==> config.mk <==
export PLATFORM = sky130hd
export DESIGN_NAME = pm_event_capture_flat
export DESIGN_NICKNAME = d
export VERILOG_FILES = /design/src/rtl/pm_event_capture_if.sv /design/src/rtl/pm_event_capture.sv /design/src/flat_wrapper.sv
export SDC_FILE = /design/constraint.sdc
export NUM_CORES = 1
export LEC_CHECK = 0
export CORE_AREA = 2 2 78 136
export DETAILED_ROUTE_END_ITERATION = 6
export DIE_AREA = 0 0 80 138
export GPL_TIMING_DRIVEN = 1
export PLACE_DENSITY = 0.76
export RECOVER_POWER = 100
export SLEW_MARGIN = 20
export SYNTH_ARGS = -nofsm -noshare
export SYNTH_HDL_FRONTEND = slang
export SYNTH_SLANG_ARGS = --single-unit
==> constraint.sdc <==
create_clock -name clock -period 2.15 [get_ports clock]
set_input_delay 0.43 -clock clock [delete_from_list [all_inputs] [get_ports clock]]
set_output_delay 0.43 -clock clock [all_outputs]
set_load 0.02 [all_outputs]
==> src/rtl/pm_event_capture_if.sv <==
// CPU-side register bundle of the power-monitor event capture block:
// clear/enable controls from the CPU and the captured status toward it.
interface pm_event_capture_if;
    logic        clear_strobe;
    logic [7:0]  clear_mask;
    logic [7:0]  irq_mask;
    logic [7:0]  status;
    logic [31:0] pgood_filtered;
    logic [31:0] pgood_lost;
    logic [7:0]  eoc_count;
    logic        irq;

    modport master (
        output clear_strobe, clear_mask, irq_mask,
        input  status, pgood_filtered, pgood_lost, eoc_count, irq
    );

    modport slave (
        input  clear_strobe, clear_mask, irq_mask,
        output status, pgood_filtered, pgood_lost, eoc_count, irq
    );
endinterface

==> src/rtl/pm_event_capture.sv <==
// Firmware-side receiver for the power-monitor outputs. Brings warn, fault,
// eoc and the pgood vector into the local clock domain, debounces pgood,
// records edges as sticky status bits / per-converter loss flags, and
// raises an interrupt toward the CPU status/clear registers.
module pm_event_capture #(
    parameter int NumConverters  = 8,
    parameter int DebounceCycles = 4
) (
    input  logic              clock,
    input  logic              reset_n,
    input  logic              warn_in,
    input  logic              fault_in,
    input  logic              eoc_in,
    input  logic [31:0]       pgood_in,
    pm_event_capture_if.slave cpu
);

    localparam logic [31:0] PgoodMask =
        (NumConverters >= 32) ? 32'hFFFF_FFFF : ((32'd1 << NumConverters) - 32'd1);
    localparam logic [7:0] DebounceTarget = 8'(DebounceCycles);

    typedef enum logic {
        IDLE,
        QUAL
    } deb_state_t;

    deb_state_t  state, state_next;

    logic        warn_s1, warn_s2, warn_prev;
    logic        fault_s1, fault_s2, fault_prev;
    logic        eoc_s1, eoc_s2, eoc_prev;
    logic [31:0] pgood_s1, pgood_s2;

    logic [31:0] cand, cand_next;
    logic [7:0]  cnt, cnt_next;
    logic        filt_update;

    logic [31:0] filt_q;
    logic [31:0] lost_q, lost_next;
    logic [7:0]  status_q, status_next;
    logic [7:0]  count_q, count_next, count_base;
    logic        irq_q, irq_next;

    logic [5:0]  clr;
    logic [5:0]  set_bits;
    logic        warn_rise, fault_rise, eoc_rise;
    logic [31:0] pgood_fell, pgood_rose;
    logic        unused_clear_bits;

    // Two-flop synchronizers plus an edge-detect history flop per input;
    // pgood bits beyond the converter count are forced to 0 on entry.
    always_ff @(posedge clock or negedge reset_n) begin
        if (!reset_n) begin
            warn_s1    <= 1'b0;
            warn_s2    <= 1'b0;
            warn_prev  <= 1'b0;
            fault_s1   <= 1'b0;
            fault_s2   <= 1'b0;
            fault_prev <= 1'b0;
            eoc_s1     <= 1'b0;
            eoc_s2     <= 1'b0;
            eoc_prev   <= 1'b0;
            pgood_s1   <= 32'd0;
            pgood_s2   <= 32'd0;
        end else begin
            warn_s1    <= warn_in;
            warn_s2    <= warn_s1;
            warn_prev  <= warn_s2;
            fault_s1   <= fault_in;
            fault_s2   <= fault_s1;
            fault_prev <= fault_s2;
            eoc_s1     <= eoc_in;
            eoc_s2     <= eoc_s1;
            eoc_prev   <= eoc_s2;
            pgood_s1   <= pgood_in & PgoodMask;
            pgood_s2   <= pgood_s1;
        end
    end

    // Debounce state register.
    always_ff @(posedge clock or negedge reset_n) begin
        if (!reset_n) begin
            state <= IDLE;
        end else begin
            state <= state_next;
        end
    end

    // Debounce decisions: qualify a new pgood candidate for DebounceCycles
    // consecutive cycles, abandon on return to the filtered value, restart
    // on any other change.
    always_comb begin
        state_next  = state;
        cand_next   = cand;
        cnt_next    = cnt;
        filt_update = 1'b0;
        case (state)
            IDLE: begin
                if (pgood_s2 != filt_q) begin
                    cand_next  = pgood_s2;
                    cnt_next   = 8'd1;
                    state_next = QUAL;
                end
            end
            QUAL: begin
                if (pgood_s2 == cand) begin
                    if (cnt == DebounceTarget) begin
                        filt_update = 1'b1;
                        state_next  = IDLE;
                    end else begin
                        cnt_next = cnt + 8'd1;
                    end
                end else if (pgood_s2 == filt_q) begin
                    state_next = IDLE;
                end else begin
                    cand_next = pgood_s2;
                    cnt_next  = 8'd1;
                end
            end
            default: state_next = IDLE;
        endcase
    end

    // Event detection and next values for the sticky status, loss flags,
    // eoc counter and interrupt; a set in the same cycle as a clear wins.
    always_comb begin
        clr        = cpu.clear_strobe ? cpu.clear_mask[5:0] : 6'd0;
        warn_rise  = warn_s2 & ~warn_prev;
        fault_rise = fault_s2 & ~fault_prev;
        eoc_rise   = eoc_s2 & ~eoc_prev;
        pgood_fell = filt_update ? (filt_q & ~cand) : 32'd0;
        pgood_rose = filt_update ? (cand & ~filt_q) : 32'd0;
        set_bits   = {eoc_rise & status_q[2], |pgood_rose, |pgood_fell,
                      eoc_rise, fault_rise, warn_rise};
        status_next = {1'b0, fault_s2, (status_q[5:0] & ~clr) | set_bits};
        lost_next   = (lost_q & ~{32{clr[3]}}) | pgood_fell;
        count_base  = clr[2] ? 8'd0 : count_q;
        count_next  = (eoc_rise && (count_base != 8'hFF)) ? count_base + 8'd1 : count_base;
        irq_next    = |(status_q & cpu.irq_mask);
    end

    // Debounce datapath and all CPU-visible registers.
    always_ff @(posedge clock or negedge reset_n) begin
        if (!reset_n) begin
            cand     <= 32'd0;
            cnt      <= 8'd0;
            filt_q   <= 32'd0;
            lost_q   <= 32'd0;
            status_q <= 8'd0;
            count_q  <= 8'd0;
            irq_q    <= 1'b0;
        end else begin
            cand     <= cand_next;
            cnt      <= cnt_next;
            if (filt_update) begin
                filt_q <= cand;
            end
            lost_q   <= lost_next;
            status_q <= status_next;
            count_q  <= count_next;
            irq_q    <= irq_next;
        end
    end

    assign unused_clear_bits  = ^cpu.clear_mask[7:6];

    assign cpu.status         = status_q;
    assign cpu.pgood_filtered = filt_q;
    assign cpu.pgood_lost     = lost_q;
    assign cpu.eoc_count      = count_q;
    assign cpu.irq            = irq_q;

endmodule

==> src/flat_wrapper.sv <==
// flat-port wrapper written by rule: the top's interface ports become plain ports
module pm_event_capture_flat 
#(
    parameter int NumConverters  = 8,
    parameter int DebounceCycles = 4
)
  (clock, reset_n, warn_in, fault_in, eoc_in, pgood_in, cpu_clear_strobe, cpu_clear_mask, cpu_irq_mask, cpu_status, cpu_pgood_filtered, cpu_pgood_lost, cpu_eoc_count, cpu_irq);
  pm_event_capture_if cpu_i ();
  input  logic clock;
  input  logic reset_n;
  input  logic warn_in;
  input  logic fault_in;
  input  logic eoc_in;
  input  logic [31:0] pgood_in;
  input wire logic [$bits(cpu_i.clear_strobe)-1:0] cpu_clear_strobe;
  input wire logic [$bits(cpu_i.clear_mask)-1:0] cpu_clear_mask;
  input wire logic [$bits(cpu_i.irq_mask)-1:0] cpu_irq_mask;
  output wire logic [$bits(cpu_i.status)-1:0] cpu_status;
  output wire logic [$bits(cpu_i.pgood_filtered)-1:0] cpu_pgood_filtered;
  output wire logic [$bits(cpu_i.pgood_lost)-1:0] cpu_pgood_lost;
  output wire logic [$bits(cpu_i.eoc_count)-1:0] cpu_eoc_count;
  output wire logic [$bits(cpu_i.irq)-1:0] cpu_irq;
  assign cpu_i.clear_strobe = cpu_clear_strobe;
  assign cpu_i.clear_mask = cpu_clear_mask;
  assign cpu_i.irq_mask = cpu_irq_mask;
  assign cpu_status = cpu_i.status;
  assign cpu_pgood_filtered = cpu_i.pgood_filtered;
  assign cpu_pgood_lost = cpu_i.pgood_lost;
  assign cpu_eoc_count = cpu_i.eoc_count;
  assign cpu_irq = cpu_i.irq;
  pm_event_capture #(.NumConverters(NumConverters), .DebounceCycles(DebounceCycles)) u_core (.clock(clock), .reset_n(reset_n), .warn_in(warn_in), .fault_in(fault_in), .eoc_in(eoc_in), .pgood_in(pgood_in), .cpu(cpu_i));
endmodule
== Word-level counts from Yosys, hierarchy flattened ==
Index checks and enable logic that the tools add are counted.
Operators by class
  add/subtract/negate cells: 2
  bitwise operators: 19
  mux-type cells: 22
  equality and inequality tests: 10
  reductions and logical operators: 6
Operator list (count)
  $mux W32: 5
  $and A32 B32 Y32: 3
  $not A32 Y32: 3
  $eq A8 B32 Y1: 2
  $pmux W32 S2: 1
  $reduce_or A32 Y1: 2
  $mux W8: 6
  $ne A8 B32 Y1: 1
  $or A32 B32 Y32: 1
  $add A8 B1 Y8 const B: 2
  $pmux W8 S2: 1
  $and A7 B8 Y8: 1
  $eq A8 B3 Y1 const B: 1
  $ne A8 B8 Y1 const B: 1
  $reduce_or A8 Y1: 1
  $mux W1: 7
  $and A6 B6 Y6: 1
  $mux W6: 1
  $ne A3 B3 Y1 const B: 2
  $not A6 Y6: 1
  $or A6 B6 Y6: 1
  $reduce_and A3 Y1: 2
  $and A1 B1 Y1: 4
  $ne A2 B2 Y1 const B: 2
  4 further kinds: 7
Storage, ports and cells
  word-level logic and storage cells: 78
  bits of input ports: 54
  output and inout bits: 81
  flip-flop bits (word level): 146

== Depth between registers and ports, before layout ==
  depth in word-level cells: 7
  depth in mapped cells: 9
  depth with buffers taken out: 8

== Worst setup path before layout ==
OpenSTA, ideal clock, no wires.
  path type: register to register
  start: reg u_core.cnt[0]
  end: reg u_core.filt_q[0], in the netlist u_core.cpu.pgood_filtered[0]
  stages on the path, launching flop included: 8
  setup time: 0.125 ns
  clock period less this slack: 2.091 ns
  path buffers: 1
  arrival time: 1.966 ns
  path slack: 0.059 ns
  data required time: 2.025 ns
  path through: dfrtp_1 inv_1 ha_1 or4b_4 nor4b_4 and4_1 buf_6 mux2_2
Between the ends
  word-level cells in the longest chain between the ends: 4
Ends and longest elaborated chain
  start: declaration: RTL line pm_event_capture.sv:35  | logic [7:0] cnt, cnt_next;
  start signal: assignment: RTL line pm_event_capture.sv:154  | cnt <= cnt_next;
  $eq A8 B3 Y1: RTL line pm_event_capture.sv:107  | if (cnt == DebounceTarget) begin
  $mux W1: RTL line pm_event_capture.sv:107
  $mux W1: RTL line pm_event_capture.sv:106  | if (pgood_s2 == cand) begin
  $mux W1: RTL line pm_event_capture.sv:97  | case (state)
  end signal: assignment: RTL line pm_event_capture.sv:156  | filt_q <= cand;
  end: declaration: RTL line pm_event_capture.sv:38  | logic [31:0] filt_q;
No other way between the ends.
A chain may end at the register's enable or synchronous reset.

== Worst setup path in the final report ==
  start: reg u_core.cnt[0]
  end: reg u_core.filt_q[3], in the netlist u_core.cpu.pgood_filtered[3]
The elaborated chain is that of the path after synthesis.

==> results by group <==
Worst setup path
  • Crit-path cells: inv_2 > ha_4 > or4b_4 > nor4b_4 > and4_4 > buf_6 > mux2_4
  • Worst setup SP type: flip-flop
  • Slowest stage delay, CP: about 460 ps
  • Buf/Inv on CP: 2
  • Critical path endpoint category: flip-flop
  • Crit path kind: flip-flop to flip-flop
  • Crit path max-delay family: simple AND/OR/NAND/NOR gates
  • Crit path DAT: 2360 ps
  • CP Max Fanout: 5
  • Slowest cell on crit path: or4b_4
  • Required time of the critical path: ~2400 ps

STA
  • Setup Skew: ~7.7 ps
  • Period minus WS final: 2150 ps
  • Fmax: 465 MHz
  • Final setup margin: 1.42 ps
  • Final hold vios: 0
  • Final period utilization: around 100%
  • Slew @ Worst Pin: between 900 and 1000 ps
  • Unrepaired setup endpoints after global routing: yes
  • Total Neg Setup Slack: 0 ps
  • Max-slew violations: 0
  • Slew headroom: around a third
  • Finish-stage setup viols: 0

Layout
  • Reg area: roughly 0.0024 mm2
  • FILL cells: about 880
  • Footprint of the multi-input gates: 0.00142 mm2
  • Ratio of cells with drive above 1 in the final layout: between 10% and 20%
  • Design area: approximately 0.0054 mm2
  • Area Growth Syn to Fin: 34.9%
  • Final nets: roughly 500

Logic synthesis
  • Synth Area in Adders: less than 1%
  • Seq/Total Area, Yosys: between 60% and 70%
  • Xor/xnor share of the synthesized area: approximately 5%
  • Mux cell area share after synthesis: 3.08%
  • Yosys Warn Count: 0
  • Syn Area/Cell: around 12 um2
  • Post-synthesis cell type count: 39
  • Mapped Area: between 0.003 and 0.004 mm2
  • Synth Area in Simple Gates: approximately 15%
  • Cells after synthesis: 328
  • Combinational family with the most area after synthesis: simple AND/OR/NAND/NOR gates
  • Yosys reg bits: a little under 100
  • Synth Area in Compound Gates: 7.90%

CTS
  • Clock latency on the worst-skew pair: between 300 and 400 ps
  • Number of buffers created by CTS: 9
  • CTS root buffer: clkbuf_16
  • Htree depth: 3
  • Clock slew at reported path FFs: approximately 70 ps
  • CTS Sinks: between 90 and 100
  • Max Buffers Root-to-Sink: 2
  • CTS tree: yes

GRT
  • Number of global-route vias before repair: approximately 2,900
  • Initial antenna violation count: 1
  • Gr usage total: approximately 16%
  • Total grt overflow: 0
  • Global-route wire length before repair: 14.1 mm
  • Pin count of the biggest net entering global routing: 51

Placed design
  • DP Area: about 0.0050 mm2
  • HPWL Detailed: between 6 and 7 mm
  • RePlAce Congestion: between 0.8 and 0.9
  • Setup Slack @ Placement: -243 ps
  • I/O Buffers: 82

Detailed routing
  • Avg Vias per Cell: 4.81
  • Number of DRC markers in iteration 0: 97
  • Routed WL per cell: around 15 um
  • WL final: between 8 and 9 mm
  • DRT antenna net count: 0
  • Residual DRC count: 0
  • Pre-antenna DRT Iters: 4
  • Detailed-route via count: around 2,800

Power
  • Power Dens Cells: 696 mW/mm2
  • Static Leak: roughly 0.0027 uW
  • Pwr Total: roughly 3700 uW
  • Peak VDD IR: approximately 0.4 mV

Floorplanning
  • Chip Width: around 80 um
  • IO Pins: roughly 140
  • Row count: 49
  • DIE AREA: about 0.011 mm2
  • Initial Util: around two fifths
  • Die Ht: approximately 140 um
  • Core Region: between 0.01 and 0.015 mm2

Worst hold path
  • Hold Crit Class: flip-flop to flip-flop

Run
  • Number of max-cap violations: 0

Status
  • Status: finished clean
[report_power, final]
part | internal [uW] | switching (uW) | total [uW]
registers | 1880 | 51.9 | 1940
clock network | 819 | 654 | 1470
logic | 136 | 193 | 329
[per-stage QoR]
step / hold WS (ps) / util [%] / instances
2_1_floorplan: 134 / - / 352
3_3_place_gp: 315 / 49.7 / 551
3_5_place_dp: 320 / 49.7 / 551
4_1_cts: 350 / 53.4 / 572
5_1_grt: 353 / 53.4 / 573
6_report: 347 / 53.4 / 573
[routing by layer]
layer	GRT usage [%]	routed length (um)
met1	19.0	3280
met2	27.9	4450
met3	4.18	442
met4	6.96	193
met5	0	0
[state kept, by name, indices dropped and copies added (netlist names)]
name                       count
u_core.fault_prev              1
u_core.state                   1
u_core.cpu.pgood_lost         32
u_core.cpu.irq                 1
u_core.eoc_prev                1
u_core.cpu.pgood_filtered      8
u_core.cpu.status              6
u_core.pgood_s1                8
u_core.warn_s2                 1
u_core.eoc_s1                  1
u_core.fault_s2                1
u_core.warn_prev               1
u_core.eoc_s2                  1
u_core.cand                    8
u_core.fault_s1                1
u_core.pgood_s2                8
u_core.warn_s1                 1
u_core.cnt                     8
u_core.cpu.eoc_count           8
[placed cells by master (no fill, tap or decap), types with 12 or more instances in the layout]
cell type        count
nand2_1             23
buf_4               16
conb_1              25
clkdlybuf4s50_1     12
dlygate4sd3_1       70
dfrtp_1             97
and2_1              16
and2_0              12
xor2_1              18
[worst register-to-register path: cells and delay by family, from the launching register on]
family        cells  cell delay [ps]
simple gates      3             1010
flops             1              400
buf+inv           2              210
mux               1              300
fa+ha+maj         1              120
[kinds of logic (layout without fill, tap and decap cells)]
logic type	count (synthesis)	after routing
xor+xnor	23	23
flops	97	97
mux	11	11
buf+inv	47	140
compound gates	42	42
other cells	1	26
simple gates	104	104
fa+ha+maj	3	3
[synthesized netlist by cell type, drive strengths merged]
| master | n | area (um2) |
|---|---|---|
| nor2b | 9 | 56.3 |
| nor4b | 1 | 23.8 |
| dfrtp | 97 | 2430 |
| nand2 | 23 | 86.3 |
| a311oi | 1 | 8.76 |
| buf | 29 | 223 |
| a21o | 1 | 7.51 |
| nor4 | 6 | 37.5 |
| conb | 1 | 3.75 |
| a22oi | 2 | 15.0 |
| o22ai | 4 | 25.0 |
| mux2 | 10 | 113 |
| nor2 | 8 | 30.0 |
| and4 | 1 | 8.76 |
| mux2i | 1 | 10.0 |
| nand3 | 10 | 50.1 |
| or2 | 1 | 6.26 |
| a221o | 2 | 20.0 |
| ha | 3 | 37.5 |
| nand4 | 4 | 25.0 |
| clkbuf | 5 | 18.8 |
| o31a | 1 | 8.76 |
| and2 | 28 | 175 |
| xnor2 | 5 | 43.8 |
| a22o | 11 | 96.3 |
| o21bai | 1 | 18.8 |
| a222oi | 1 | 10.0 |
| o21ai | 11 | 55.1 |
| nor3 | 7 | 35.0 |
| o41ai | 1 | 8.76 |
| or4b | 1 | 13.8 |
| inv | 13 | 48.8 |
| a211o | 2 | 17.5 |
| xor2 | 18 | 158 |
| o31ai | 1 | 7.51 |
| a21oi | 3 | 15.0 |
| and3 | 5 | 31.3 |
[timing repair]
item                                    in CTS  in global routing
buffers inserted                             4                  1
endpoints found under the setup margin       8                 30
resized for setup                           17                  5
hold buffers                                 1                  0
hold endpoints to repair                    17                  0
pin swaps                                    4                  4
[worst paths after layout]
kind / start / to / slack, ps / depth (start not counted)
setup / recovery: u_core.cnt[0]$_DFFE_PN0P_ / u_core.cpu.pgood_filtered[3]$_DFFE_PN0P_ / 1 / 7
hold / removal: u_core.warn_s1$_DFF_PN0_ / u_core.warn_s2$_DFF_PN0_ / 350 / 0
setup reg to reg: u_core.cnt[0]$_DFFE_PN0P_ / u_core.cpu.pgood_filtered[3]$_DFFE_PN0P_ / 1 / 7
hold reg to reg: u_core.warn_s1$_DFF_PN0_ / u_core.warn_s2$_DFF_PN0_ / 350 / 0
max in group asynchronous: reset_n / u_core.cpu.status[5]$_DFF_PN0_ / 340 / 3
min in group asynchronous: reset_n / u_core.cpu.pgood_lost[3]$_DFF_PN0_ / 770 / 2
[area by class of cell]
| cell class | count | area share, % |
|---|---|---|
| well taps | 127 | 2.96 |
| multi-input cells | 208 | 26.4 |
| diodes | 1 | 0.0466 |
| clock buffers | 12 | 4.59 |
| inverters | 13 | 0.910 |
| repair buffers | 111 | 19.4 |
| flip-flops and latches | 97 | 45.2 |
| clock inverters | 4 | 0.513 |
Note: power is estimated with default switching activity, not from simulation.
